--- config.mk ---
export PLATFORM = sky130hd
export DESIGN_NAME = fetch_stage
export DESIGN_NICKNAME = d
export VERILOG_FILES = /design/src/rtl/fetch_stage.sv
export SDC_FILE = /design/constraint.sdc
export NUM_CORES = 1
export LEC_CHECK = 0
export CORE_UTILIZATION = 50
export CTS_BUF_LIST = sky130_fd_sc_hd__clkbuf_8
export DETAILED_ROUTE_END_ITERATION = 16
export PLACE_DENSITY = 0.75
export SKIP_LAST_GASP = 1
export SLEW_MARGIN = 15
export SYNTH_ARGS = -nofsm -noshare
export SYNTH_HDL_FRONTEND = slang
export SYNTH_SLANG_ARGS = --single-unit
--- constraint.sdc ---
create_clock -name clk -period 5.4 [get_ports clk]
set_clock_uncertainty 0.2 [all_clocks]
set_input_delay 1.08 -clock clk [delete_from_list [all_inputs] [get_ports clk]]
set_output_delay 1.08 -clock clk [all_outputs]
set_load 0.02 [all_outputs]
--- src/rtl/fetch_stage.sv ---
// fetch_stage: PC owner issuing one-outstanding imem fetches into the IF/ID register, with stall skid and branch redirect/flush
module fetch_stage #(
  parameter int ADDR_W = 32,
  parameter int DATA_W = 32,
  parameter logic [ADDR_W-1:0] RESET_PC = '0
) (
  input  logic              clk,
  input  logic              rst_n,
  input  logic              StallF,
  input  logic              StallD,
  input  logic              pc_src,
  input  logic [ADDR_W-1:0] branch_target,
  output logic              imem_req,
  output logic [ADDR_W-1:0] imem_addr,
  input  logic              imem_ready,
  input  logic              imem_rvalid,
  input  logic [DATA_W-1:0] imem_rdata,
  output logic [DATA_W-1:0] id_instr,
  output logic [ADDR_W-1:0] id_pc_plus4,
  output logic              id_valid,
  output logic              fetch_busy
);
  typedef enum logic [1:0] {REQ, WAIT, HOLD} state_t;
  state_t state, state_nx;
  logic [ADDR_W-1:0] pc, pc_nx, tgt, tgt_nx, pc_plus4;
  logic [DATA_W-1:0] skid;
  logic kill, kill_nx, req_q, redir, accept, deliver;
  assign pc_plus4 = pc + ADDR_W'(4);
  assign redir = pc_src && !StallD;
  assign imem_req = rst_n && state == REQ && (!StallF || req_q);
  assign imem_addr = pc;
  assign accept = imem_req && imem_ready;
  assign fetch_busy = state != REQ;
  always_comb begin
    state_nx = state;
    pc_nx = pc;
    kill_nx = kill;
    tgt_nx = tgt;
    deliver = 1'b0;
    case (state)
      REQ: begin
        if (redir && imem_req) begin
          kill_nx = 1'b1;
          tgt_nx = branch_target;
        end else if (redir) pc_nx = branch_target;
        if (accept) state_nx = WAIT;
      end
      WAIT: begin
        if (imem_rvalid && (kill || redir)) begin
          pc_nx = redir ? branch_target : tgt;
          kill_nx = 1'b0;
          state_nx = REQ;
        end else if (imem_rvalid && !StallD) begin
          deliver = 1'b1;
          pc_nx = pc_plus4;
          state_nx = REQ;
        end else if (imem_rvalid) state_nx = HOLD;
        else if (redir) begin
          kill_nx = 1'b1;
          tgt_nx = branch_target;
        end
      end
      HOLD: begin
        if (!StallD) begin
          state_nx = REQ;
          deliver = !pc_src;
          pc_nx = pc_src ? branch_target : pc_plus4;
        end
      end
      default: state_nx = REQ;
    endcase
  end
  always_ff @(posedge clk or negedge rst_n) begin
    if (!rst_n) begin
      state <= REQ;
      pc <= RESET_PC;
      tgt <= RESET_PC;
      kill <= 1'b0;
      req_q <= 1'b0;
      skid <= '0;
      id_instr <= '0;
      id_pc_plus4 <= '0;
      id_valid <= 1'b0;
    end else begin
      state <= state_nx;
      pc <= pc_nx;
      tgt <= tgt_nx;
      kill <= kill_nx;
      req_q <= imem_req && !imem_ready;
      if (state == WAIT && imem_rvalid) skid <= imem_rdata;
      if (!StallD) begin
        id_valid <= deliver;
        id_instr <= deliver ? (state == HOLD ? skid : imem_rdata) : '0;
        if (deliver) id_pc_plus4 <= pc_plus4;
      end
    end
  end
endmodule

==> run summary <==
The horizontal die dimension is 129 um. The tools report the final count of negative-setup-slack endpoints as 0. Of the synthesized area, sequential elements account for 51.3%. In this design, the stage delay of the slowest critical-path cell is 0.63 ns.

Dividing total power by cell area gives a power density of 560 nW/um2. In this run the number of H-tree levels came out at 4. The slowest stage of the critical path belongs to the cell sky130_fd_sc_hd__clkdlybuf4s50_1.

Together, buffers and inverters on the worst path number 3. For this run, design rule violations remaining after detail routing come to 0. For the pin with the worst max-slew slack, the measured transition is 0.935 ns. The capturing instance or port of the critical path was imem_req.

The logic depth of the worst path, buffers included works out to 5. The minimum clock period after layout came out at 3.92 ns. The run gives 170 as the number of top-level pins. The logs give 6 for the number of iterations in the first detailed-routing pass and 60 for the count of different cell masters after synthesis. The power after layout came out at 5.80 mW. The kind of cell with the highest combined delay on the critical path was buffers and inverters. The Yosys step of the flow raised 0 warnings. Path category of the worst min-delay check: reg -> reg. The clock latency reported for the late side of the worst-skew pair is 0.47 ns. The tools report the reg-to-reg endpoint as imem_addr[17]$_DFFE_PN0P_. Once layout is complete, the cells apart from fillers number 1131. The count of pins over their slew limit is 0. The core region is 15800 um2. The tools report the startpoint class of the critical path as an input port. The clock network accounts for 16.3% of the total power.

The highest ir drop seen on vdd is 0.000316 V, and the share of post-route cells with drive strength above 1 is 15.3%. In this run the cell area of the synthesized design comes to 8050 um2. In this run the clock root is driven by a sky130_fd_sc_hd__clkbuf_8. The logs give 748 for the gate count of the mapped netlist and 46 for the count of standard-cell rows. For the final antenna-violating net count, the log shows 0. The reg-to-reg startpoint was state[0]$_DFFE_PN0P_. The synthesized design contains 0 enable-type register cells. TritonCTS built the clock tree. The pin count of the biggest net entering global routing is 71, and the count of hold-fix buffers inserted at cts is 0.

The internal power of the cells totals 3.46 mW. The number of I/O port buffers came out at 169. The logs give 26.1% for the global-route usage over all layers and 51.0% for the initial core utilization. The initial antenna violation count was 0.

The logs give 37.6% for the tightest slew margin relative to the limit and 4.28 nW for the reported leakage power. The run gives 0 as the hold violation total from the final report. Of the total synthesized cell area, the portion taken by AND, OR, NAND and NOR gates is 10.8%. The total overflow left after global routing is 0.

The routed length per placed instance is 18.5 um, and the number of nets in the finished design is 979. The worst setup path is captured at a primary output. When the netlist entered floorplanning its net count stood at 825.

Critical path required time: 4.12 ns. The vertical die dimension came out at 129 um. The initial detailed-routing violation count was 520; the area fraction in compound gates after synthesis was 16.5%. After detailed routing, the number of vias per cell comes to 5.81.

Across all register-to-register paths, the minimum setup slack is 2.25 ns. 0 antenna diodes ended up in the layout. The last weighted congestion value of the routability-driven placer was 0.863.

The sum of negative setup slack was 0 ns. The average instance in the mapped netlist occupies 10.8 um2. For the placed cell count, the log shows 1099.

The critical path starts at StallF. The floorplan step defined a die boundary enclosing 16600 um2. Once the clock tree was built, the setup fixing pass inserted 0 buffers.

The relative contribution of sequential cells to total power was 37.0%. The run finished with clean final reports. The deepest clock path buffer count came out at 2.

The worst setup path category was in -> out. The global-route wire length before repair is 33300 um. Net load switching power: 2.33 mW.

Highest clock frequency the design can meet: 255 MHz. The synthesis-to-finish area growth is 28.6%. The detailed-route wire length is 20900 um, and the total vias in the final route is 6569. The final core area utilization is 65.6%. Counting flops with an async set or reset pin after synthesis yields a share of 100%. For the number of resized instances in the post-cts repair step, the log shows 0. The number of global-route vias before repair came out at 6599.

The predominant post-synthesis flop cell was sky130_fd_sc_hd__dfrtp_1. Of the available clock period, the critical path in the final layout requires 72.5%. Clock-pin slew was measured on the worst setup and hold paths at 0.09 ns. In this design, the critical path's most frequently occurring cell is sky130_fd_sc_hd__clkdlybuf4s50_1. Of the total power, the share spent switching nets is 40.3%.

The run gives 2.64 ns as the critical path arrival. The signal on the critical path passes through clkdlybuf4s50_1 > nor2b_1 > or2_2 > inv_1 > clkdlybuf4s50_1. After synthesis, the largest family of logic cells by area is compound AO/OA/AOI/OAI gates.

Post-synthesis share of cell area spent on full adders, half adders and majority gates: 0.933%. Multiplexer cells account for 13.9% of the synthesized area. Setup repair after global routing left no endpoint under its margin. Of the total power, combinational logic draws 46.7%. Of all nets on the critical path, the largest fanout is 3. Buffers inserted during clock tree synthesis total 17. The post-synthesis sequential element count was 165. Across the run, the number of max-cap violations was 0.

The detailed placer's ending HPWL is 14600 um, and the worst-case reg-to-reg path depth is 7. For the clock sink count, the log shows 165. Xor/xnor cell area share of the yosys netlist: 2.94%.
## through the flow
| step | setup slack, ns | hold WS [ns] | instance area [um2] |
|---|---|---|---|
| after floorplan | 2.46 | 0.278 | 8050 |
| final | 1.48 | 0.283 | 10300 |
| after CTS | 1.47 | 0.288 | 10300 |
| after global placement | 1.47 | 0.261 | 9940 |
| after global routing | 1.37 | 0.308 | 10300 |
| after detailed placement | 1.48 | 0.268 | 9940 |
## worst min path at each step
stage	to	slack (ns)	start	depth (start not counted)
after floorplan	tgt[10]$_DFFE_PN0P_	0.28	tgt[10]$_DFFE_PN0P_	1
after global placement	id_pc_plus4[17]$_DFFE_PN0P_	0.26	id_pc_plus4[17]$_DFFE_PN0P_	2
after detailed placement	id_pc_plus4[29]$_DFFE_PN0P_	0.27	id_pc_plus4[29]$_DFFE_PN0P_	2
after CTS	imem_addr[16]$_DFFE_PN0P_	0.29	rst_n	1
after global routing	imem_addr[16]$_DFFE_PN0P_	0.31	rst_n	1
final	id_pc_plus4[29]$_DFFE_PN0P_	0.28	id_pc_plus4[29]$_DFFE_PN0P_	2
## power by group through the flow
stage          combinational (mW)  clock (mW)  sequential, mW
5_1_grt                      2.91        1.01            2.21
6_report                     2.71       0.946            2.15
3_3_place_gp                 2.59           0            2.13
2_1_floorplan                1.48           0            2.33
4_1_cts                      2.70       0.958            2.14
3_5_place_dp                 2.70           0            2.16
## synthesized netlist by cell type, types with 3 or more instances
master	n	share of area, %
sky130_fd_sc_hd__a211oi_1	8	0.75
sky130_fd_sc_hd__a21oi_1	22	1.4
sky130_fd_sc_hd__a222oi_1	9	1.1
sky130_fd_sc_hd__a22o_1	17	1.9
sky130_fd_sc_hd__a22oi_1	9	0.84
sky130_fd_sc_hd__a31oi_1	9	0.70
sky130_fd_sc_hd__and2_1	4	0.31
sky130_fd_sc_hd__and3_1	3	0.23
sky130_fd_sc_hd__and4_1	3	0.33
sky130_fd_sc_hd__buf_1	8	0.37
sky130_fd_sc_hd__buf_2	11	0.68
sky130_fd_sc_hd__clkbuf_1	29	1.4
sky130_fd_sc_hd__dfrtp_1	165	51
sky130_fd_sc_hd__ha_1	6	0.93
sky130_fd_sc_hd__inv_1	20	0.93
sky130_fd_sc_hd__mux2_2	68	9.5
sky130_fd_sc_hd__mux2i_1	35	4.4
sky130_fd_sc_hd__nand2_1	86	4.0
sky130_fd_sc_hd__nand3_1	9	0.56
sky130_fd_sc_hd__nand4_1	5	0.39
sky130_fd_sc_hd__nor2_1	27	1.3
sky130_fd_sc_hd__nor2b_1	7	0.54
sky130_fd_sc_hd__nor3_1	5	0.31
sky130_fd_sc_hd__nor4_1	3	0.23
sky130_fd_sc_hd__o211ai_1	5	0.47
sky130_fd_sc_hd__o21ai_0	72	4.5
sky130_fd_sc_hd__o21ai_1	3	0.19
sky130_fd_sc_hd__o22ai_1	7	0.54
sky130_fd_sc_hd__o2bb2ai_1	15	1.6
sky130_fd_sc_hd__o31a_1	3	0.33
sky130_fd_sc_hd__o31ai_1	9	0.84
sky130_fd_sc_hd__or2_2	4	0.31
sky130_fd_sc_hd__xnor2_1	26	2.8
## tightest hold or removal path, stage by stage, from the launching register on
cell	delay, ns
sky130_fd_sc_hd__dfrtp_1	0.35
sky130_fd_sc_hd__nand2_1	0.06
sky130_fd_sc_hd__o21ai_2	0.05
## registers in the layout (all words and copies together), names as in the netlist
signal and count:
id_instr 32, id_pc_plus4 32, tgt 32, state 2, req_q 1, imem_addr 32, skid 32, kill 1
id_valid 1
## layout make-up
cell class	count	area, um2
timing repair buffer	187	1830
sequential	165	4130
inverter	20	75.1
multi-input combinational	511	3630
fill	1271	5420
clock buffer	17	234
tap	216	270
clock inverter	15	178
## per-layer routing
layer	GRT usage [%]	share of wire (%)
met2	44.4	49
met4	10.7	2.2
met5	0	0
met1	32.0	42
met3	6.32	6.6
## cell usage in the layout, fill, tap and decap left out, types with 5 or more instances in the layout
cell type	Yosys	layout
sky130_fd_sc_hd__o211ai_1	5	5
sky130_fd_sc_hd__a21oi_1	22	22
sky130_fd_sc_hd__ha_1	6	5
sky130_fd_sc_hd__dfrtp_1	165	165
sky130_fd_sc_hd__o21ai_0	72	71
sky130_fd_sc_hd__clkbuf_8	0	17
sky130_fd_sc_hd__nor2_1	27	27
sky130_fd_sc_hd__a211oi_1	8	8
sky130_fd_sc_hd__nand4_1	5	5
sky130_fd_sc_hd__nand2_1	86	86
sky130_fd_sc_hd__inv_1	20	20
sky130_fd_sc_hd__o22ai_1	7	7
sky130_fd_sc_hd__nor2b_1	7	6
sky130_fd_sc_hd__mux2_2	68	68
sky130_fd_sc_hd__buf_4	2	18
sky130_fd_sc_hd__a22o_1	17	17
sky130_fd_sc_hd__xnor2_1	26	26
sky130_fd_sc_hd__a22oi_1	9	9
sky130_fd_sc_hd__a31oi_1	9	9
sky130_fd_sc_hd__o2bb2ai_1	15	15
sky130_fd_sc_hd__nand3_1	9	9
sky130_fd_sc_hd__clkdlybuf4s50_1	0	168
sky130_fd_sc_hd__mux2i_1	35	35
sky130_fd_sc_hd__a222oi_1	9	9
sky130_fd_sc_hd__o31ai_1	9	9
## kinds of logic after synthesis
family          Yosys count
simple gates            174
flops                   165
mux                     103
fa+ha+maj                 6
buf+inv                  72
xor+xnor                 27
compound gates          201
Power figures use the tool's default switching activity.
